`src/rtl/copro_resp.sv`:
```
// LM32 user-instruction coprocessor responder: float sign/compare ops and an iterative multiply.
// Optional build macro COPRO_MULH_EN adds MULHU (function 5) and widens the accumulator to 64 bits.
module copro_resp #(
    parameter int MUL_BITS_PER_CYCLE = 1
) (
    input  logic        clk,
    input  logic        rst,
    input  logic        copro_valid,
    input  logic        copro_accept,
    input  logic [10:0] copro_opcode,
    input  logic [31:0] copro_op0,
    input  logic [31:0] copro_op1,
    output logic [31:0] copro_result,
    output logic        copro_complete,
    output logic        busy,
    output logic [1:0]  state_dbg
);

    localparam int B     = MUL_BITS_PER_CYCLE;
    localparam int ITERS = 32 / B;
    localparam int CNT_W = $clog2(ITERS);
`ifdef COPRO_MULH_EN
    localparam int ACC_W = 64;
`else
    localparam int ACC_W = 32;
`endif

    typedef enum logic [1:0] {
        IDLE = 2'd0,
        MUL  = 2'd1,
        DONE = 2'd2
    } state_t;

    state_t             state;
    logic [ACC_W-1:0]   acc;
    logic [ACC_W-1:0]   mcand_sh;
    logic [31:0]        mplier;
    logic [CNT_W-1:0]   cnt;
`ifdef COPRO_MULH_EN
    logic               mul_high;
`endif

    logic [3:0]       func;
    logic             is_mul;
    logic             nan_any, zero_both, mag_lt, mag_gt, f_lt, f_eq;
    logic [31:0]      single_res, mul_res;
    logic [ACC_W-1:0] acc_next;
    wire              unused_opcode_hi = ^copro_opcode[10:4];

    assign func      = copro_opcode[3:0];
    assign state_dbg = state;

    // NaN: exponent all ones with a non-zero mantissa; sign ignored for the zero test.
    assign nan_any   = (&copro_op0[30:23] && |copro_op0[22:0]) ||
                       (&copro_op1[30:23] && |copro_op1[22:0]);
    assign zero_both = ~|copro_op0[30:0] && ~|copro_op1[30:0];
    assign mag_lt    = copro_op0[30:0] < copro_op1[30:0];
    assign mag_gt    = copro_op0[30:0] > copro_op1[30:0];

    always_comb begin
        f_lt = 1'b0;
        if (!nan_any && !zero_both) begin
            if (copro_op0[31] != copro_op1[31]) f_lt = copro_op0[31];
            else if (!copro_op0[31])            f_lt = mag_lt;
            else                                f_lt = mag_gt;
        end
        f_eq = !nan_any && (zero_both || (copro_op0 == copro_op1));
    end

    always_comb begin
        single_res = 32'h0000_0000;
        case (func)
            4'd0:    single_res = copro_op0 ^ 32'h8000_0000;
            4'd1:    single_res = copro_op0 & 32'h7FFF_FFFF;
            4'd2:    single_res = {31'b0, f_lt};
            4'd3:    single_res = {31'b0, f_eq};
            default: single_res = 32'h0000_0000;
        endcase
    end

`ifdef COPRO_MULH_EN
    assign is_mul = (func == 4'd4) || (func == 4'd5);
`else
    assign is_mul = (func == 4'd4);
`endif

    // The multiplicand is pre-shifted each iteration, so the partial product lands in place.
    assign acc_next = acc + mcand_sh * ACC_W'(mplier[B-1:0]);

`ifdef COPRO_MULH_EN
    assign mul_res = mul_high ? acc_next[63:32] : acc_next[31:0];
`else
    assign mul_res = acc_next[31:0];
`endif

    // Handshake: a request is taken only when copro_valid is high in IDLE; the result is
    // held with copro_complete high until copro_accept is seen in DONE, which returns to IDLE.
    always_ff @(posedge clk) begin
        if (rst) begin
            state          <= IDLE;
            copro_result   <= 32'h0000_0000;
            copro_complete <= 1'b0;
            busy           <= 1'b0;
            acc            <= '0;
            mcand_sh       <= '0;
            mplier         <= 32'h0000_0000;
            cnt            <= '0;
`ifdef COPRO_MULH_EN
            mul_high       <= 1'b0;
`endif
        end else begin
            case (state)
                IDLE: begin
                    if (copro_valid) begin
                        busy <= 1'b1;
                        if (is_mul) begin
                            acc      <= '0;
                            mcand_sh <= ACC_W'(copro_op0);
                            mplier   <= copro_op1;
                            cnt      <= CNT_W'(ITERS - 1);
`ifdef COPRO_MULH_EN
                            mul_high <= (func == 4'd5);
`endif
                            state    <= MUL;
                        end else begin
                            copro_result   <= single_res;
                            copro_complete <= 1'b1;
                            state          <= DONE;
                        end
                    end
                end
                MUL: begin
                    acc      <= acc_next;
                    mcand_sh <= mcand_sh << B;
                    mplier   <= mplier >> B;
                    cnt      <= cnt - 1'b1;
                    if (cnt == '0) begin
                        copro_result   <= mul_res;
                        copro_complete <= 1'b1;
                        state          <= DONE;
                    end
                end
                DONE: begin
                    if (copro_accept) begin
                        copro_complete <= 1'b0;
                        busy           <= 1'b0;
                        state          <= IDLE;
                    end
                end
                default: state <= IDLE;
            endcase
        end
    end

endmodule
```
`config.mk`:
```
export PLATFORM = sky130hd
export DESIGN_NAME = copro_resp
export DESIGN_NICKNAME = d
export VERILOG_FILES = /design/src/rtl/copro_resp.sv
export SDC_FILE = /design/constraint.sdc
export NUM_CORES = 1
export LEC_CHECK = 0
export CORE_MARGIN = 4
export CORE_UTILIZATION = 40
export DETAILED_ROUTE_END_ITERATION = 10
export GPL_ROUTABILITY_DRIVEN = 0
export GPL_TIMING_DRIVEN = 1
export RECOVER_POWER = 25
export SLEW_MARGIN = 20
export SYNTH_ARGS = -nofsm -noshare
export SYNTH_HDL_FRONTEND = slang
export SYNTH_SLANG_ARGS = --single-unit
```
`constraint.sdc`:
```
create_clock -name clk -period 3.9 [get_ports clk]
set_input_delay 0.975 -clock clk [delete_from_list [all_inputs] [get_ports clk]]
set_output_delay 0.975 -clock clk [all_outputs]
set_load 0.03 [all_outputs]
```
==> impl_metrics.csv, run 1 <==
group,metric,value,unit
run_status,status,"complete, but fails checks",
run_status,violations,"capacitance limit, slew limit",
detailed_routing,avgRoutedWirePerCell,17.5,um
yosys,synth_cells,1084,
final_layout,utilization,50.7,%
clock_network,clock_path_buffers,2,
pwr,p_total,3.55,mW
yosys,syn_area_per_cell,8.05,sq um
final_layout,fill_cells,2093,
clock_network,post_cts.repair.setup_buffers,0,
final_layout,instances_no_fill,1471,
timing,grt_setup_unrepaired,"false",
yosys,ys_warn_count,0,
clock_network,cts_tree,"done",
pwr,powerDensity,330,mW/mm^2
clock_network,postCtsHoldBufs,0,
placement,dpl.cell_count,1439,
floorplanning,die_y,156,um
grt,grt_max_degree,103,
worst_setup_path,worst-path-max-fanout,18,
timing,hold_ws,0.461,ns
detailed_routing,drt_iter0_drc,360,
min_path,hp-class,"register to register",
detailed_routing,dr_wl_met2,11.1,mm
yosys,synth_edf_count,0,
detailed_routing,ant_nets,0,
timing,slew_headroom,-5.78,%
clock_network,root_buffer,"clkbuf_16",
run,maxCapViolations,1,
timing,fin_crit_sh,90.6,%
yosys,synth_ff_type,"dfxtp_1",
placement,postPlaceCellArea,0.0102,sq mm
worst_setup_path,critPathCaptureType,"register",
timing,worst_slack,0.366,ns
yosys,synth_top_area_share,31.4,%
final_layout,mostFrequentLayoutCells,"nor2_1 (138), dfxtp_1 (137), nand2_1 (96)",
worst_setup_path,worstSetupStartpointType,"input pin",
floorplanning,pin_count,115,
grt,antenna_found_initial,0,
detailed_routing,viasPerCell,5.62,
timing,tightest_slew,1.59,ns
floorplanning,coreArea,0.0212,sq mm
yosys,syn_area,0.00872,sq mm
placement,pre_cts_ws,0.132,ns
floorplanning,rows,53,
yosys,ys_seq_area_share,31.4,%
timing,finalSetupViolCount,0,
grt,grt-ovfl-total,0,
clock_network,cts_resized,0,
grt,grt_pass1_vias,7954,
yosys,synth_fp_nets,1228,
detailed_routing,drt_wl_total,25.7,mm
worst_setup_path,arrival,3.82,ns
floorplanning,die_w,156,um
timing,fin_setup_tns,0,ns
grt,grt_usage,21.5,%
timing,slew_violations,34,
final_layout,drive_gt1_share,8.36,%
pwr,ir_worst_vdd,0.302,mV
final_layout,nets,1327,
yosys,yosys.cell_types.count,71,
timing,final_hold_viol_count,0,
detailed_routing,vias,8273,
floorplanning,dieArea,0.0242,sq mm
pwr,p_leak,4.38,nW
detailed_routing,highest_layer,"met4",
worst_setup_path,worstSetupPathType,"input pin to register",
detailed_routing,dr.pass1.iters,5,
final_layout,fin_area,0.0108,sq mm
detailed_routing,m1WireLength,12.9,mm
grt,grt_first_pass_wirelength,42.2,mm
final_layout,layout_commonest_cell,"nor2_1",
clock_network,clk_pin_slew,0.06,ns
yosys,synth_area_leader_cell,"dfxtp_1",
yosys,async_reset_ff_share,0,%
detailed_routing,dr_wl_met3,1.19,mm
timing,clock_skew,0.00926,ns
floorplanning,initial_core_util,41.1,%
final_layout,area_growth,23.4,%
yosys,ys_ff_latch,137,
placement,portBuffers,107,
yosys,synthTopCellsByArea,"dfxtp_1 (31%), ha_1 (9.2%), mux2i_1 (7.9%)",
clock_network,clock_sinks,137,
clock_network,htree_levels,4,
detailed_routing,drc,0,
timing,max_freq,0.283,GHz
final_layout,antenna_cells,0,
timing,period_needed,3.53,ns
placement,dp_hpwl,19.5,mm
worst_setup_path,r2r_setup_slack,0.50,ns
clock_network,clock_latency,0.43,ns
clock_network,cts_buffers,17,
worst_setup_path,crit_required,4.18,ns
==> layer usage <==
layer / vias to the layer above / GRT usage [%]
met2: 190 / 32.6
met5: - / 0
li1: 4173 / -
met3: 39 / 3.25
met1: 3871 / 31.4
met4: 0 / 6.54
==> cell type report <==
| type | count | area [sq um] | share of cell area (%) |
|---|---|---|---|
| Multi-Input combinational cell | 834 | 5540 | 51.5 |
| Timing Repair Buffer | 150 | 1410 | 13.1 |
| Clock buffer | 19 | 443 | 4.12 |
| Inverter | 43 | 161 | 1.50 |
| Clock inverter | 13 | 121 | 1.13 |
| Sequential cell | 137 | 2740 | 25.5 |
| Tap cell | 275 | 344 | 3.20 |
==> power by group <==
group          internal (mW)  total [mW]  switching (mW)
registers               1.45        1.48          0.0307
clock network          0.898        1.57           0.671
logic                  0.215       0.505           0.290
==> sequential cells by signal, indices dropped and copies added (netlist names) <==
| register | count |
|---|---|
| mplier | 32 |
| state_dbg | 2 |
| copro_complete | 1 |
| busy | 1 |
| acc | 32 |
| mcand_sh | 32 |
| cnt | 5 |
| copro_result | 32 |
==> cell usage after synthesis (3+ instances only) <==
cell type	n
ha_1	64
o21a_1	6
or3_1	7
a31oi_1	4
mux2i_1	69
xnor2_1	11
o21bai_1	5
buf_6	4
a311oi_1	23
nor3b_1	3
and4_1	4
a211oi_1	76
clkbuf_1	50
a21oi_1	80
a21o_1	12
inv_1	43
dfxtp_1	137
nand3b_1	6
nor4_1	19
nand3_1	29
a22oi_1	14
xor2_1	5
nand2_1	96
nor3_1	22
o21ai_0	26
nor2_1	139
buf_1	11
nand2b_1	5
o211ai_1	5
nand4_1	17
a211o_1	4
buf_2	4
and2_1	35
==> worst paths after layout <==
check	endpoint	depth (start not counted)	from
worst max-delay path	acc[3]	7	copro_opcode[0]
worst min-delay path	acc[24]	2	acc[24]
worst max register to register	copro_result[24]	11	mplier[0]
worst min register to register	acc[24]	2	acc[24]
==> cell families (layout without fill, tap and decap cells) <==
group	Yosys count	after routing	synth area share [%]
AO/OA/AOI/OAI	279	279	21.9
XOR/XNOR	16	16	1.61
adder cells (fa/ha/maj)	65	65	9.41
buffers and inverters	113	225	5.31
flip-flops	137	137	31.4
multiplexers	70	70	8.05
AND/OR/NAND/NOR	404	404	22.3
==> critical path, cell delays in order <==
cell	delay [ns]
clkdlybuf4s50_1	0.52
or4b_1	0.69
nor4_2	0.78
nor2_2	0.39
buf_4	0.31
nand2_1	0.08
a21oi_1	0.06
No activity file was read; power rests on OpenSTA's default activity.
==> inputs of run 2 (changes only) <==
Settings changed: SLEW_MARGIN 20 to 10.
==> results of run 2 <==
No change in the layout: final DEF, timing and power equal those of run 1.
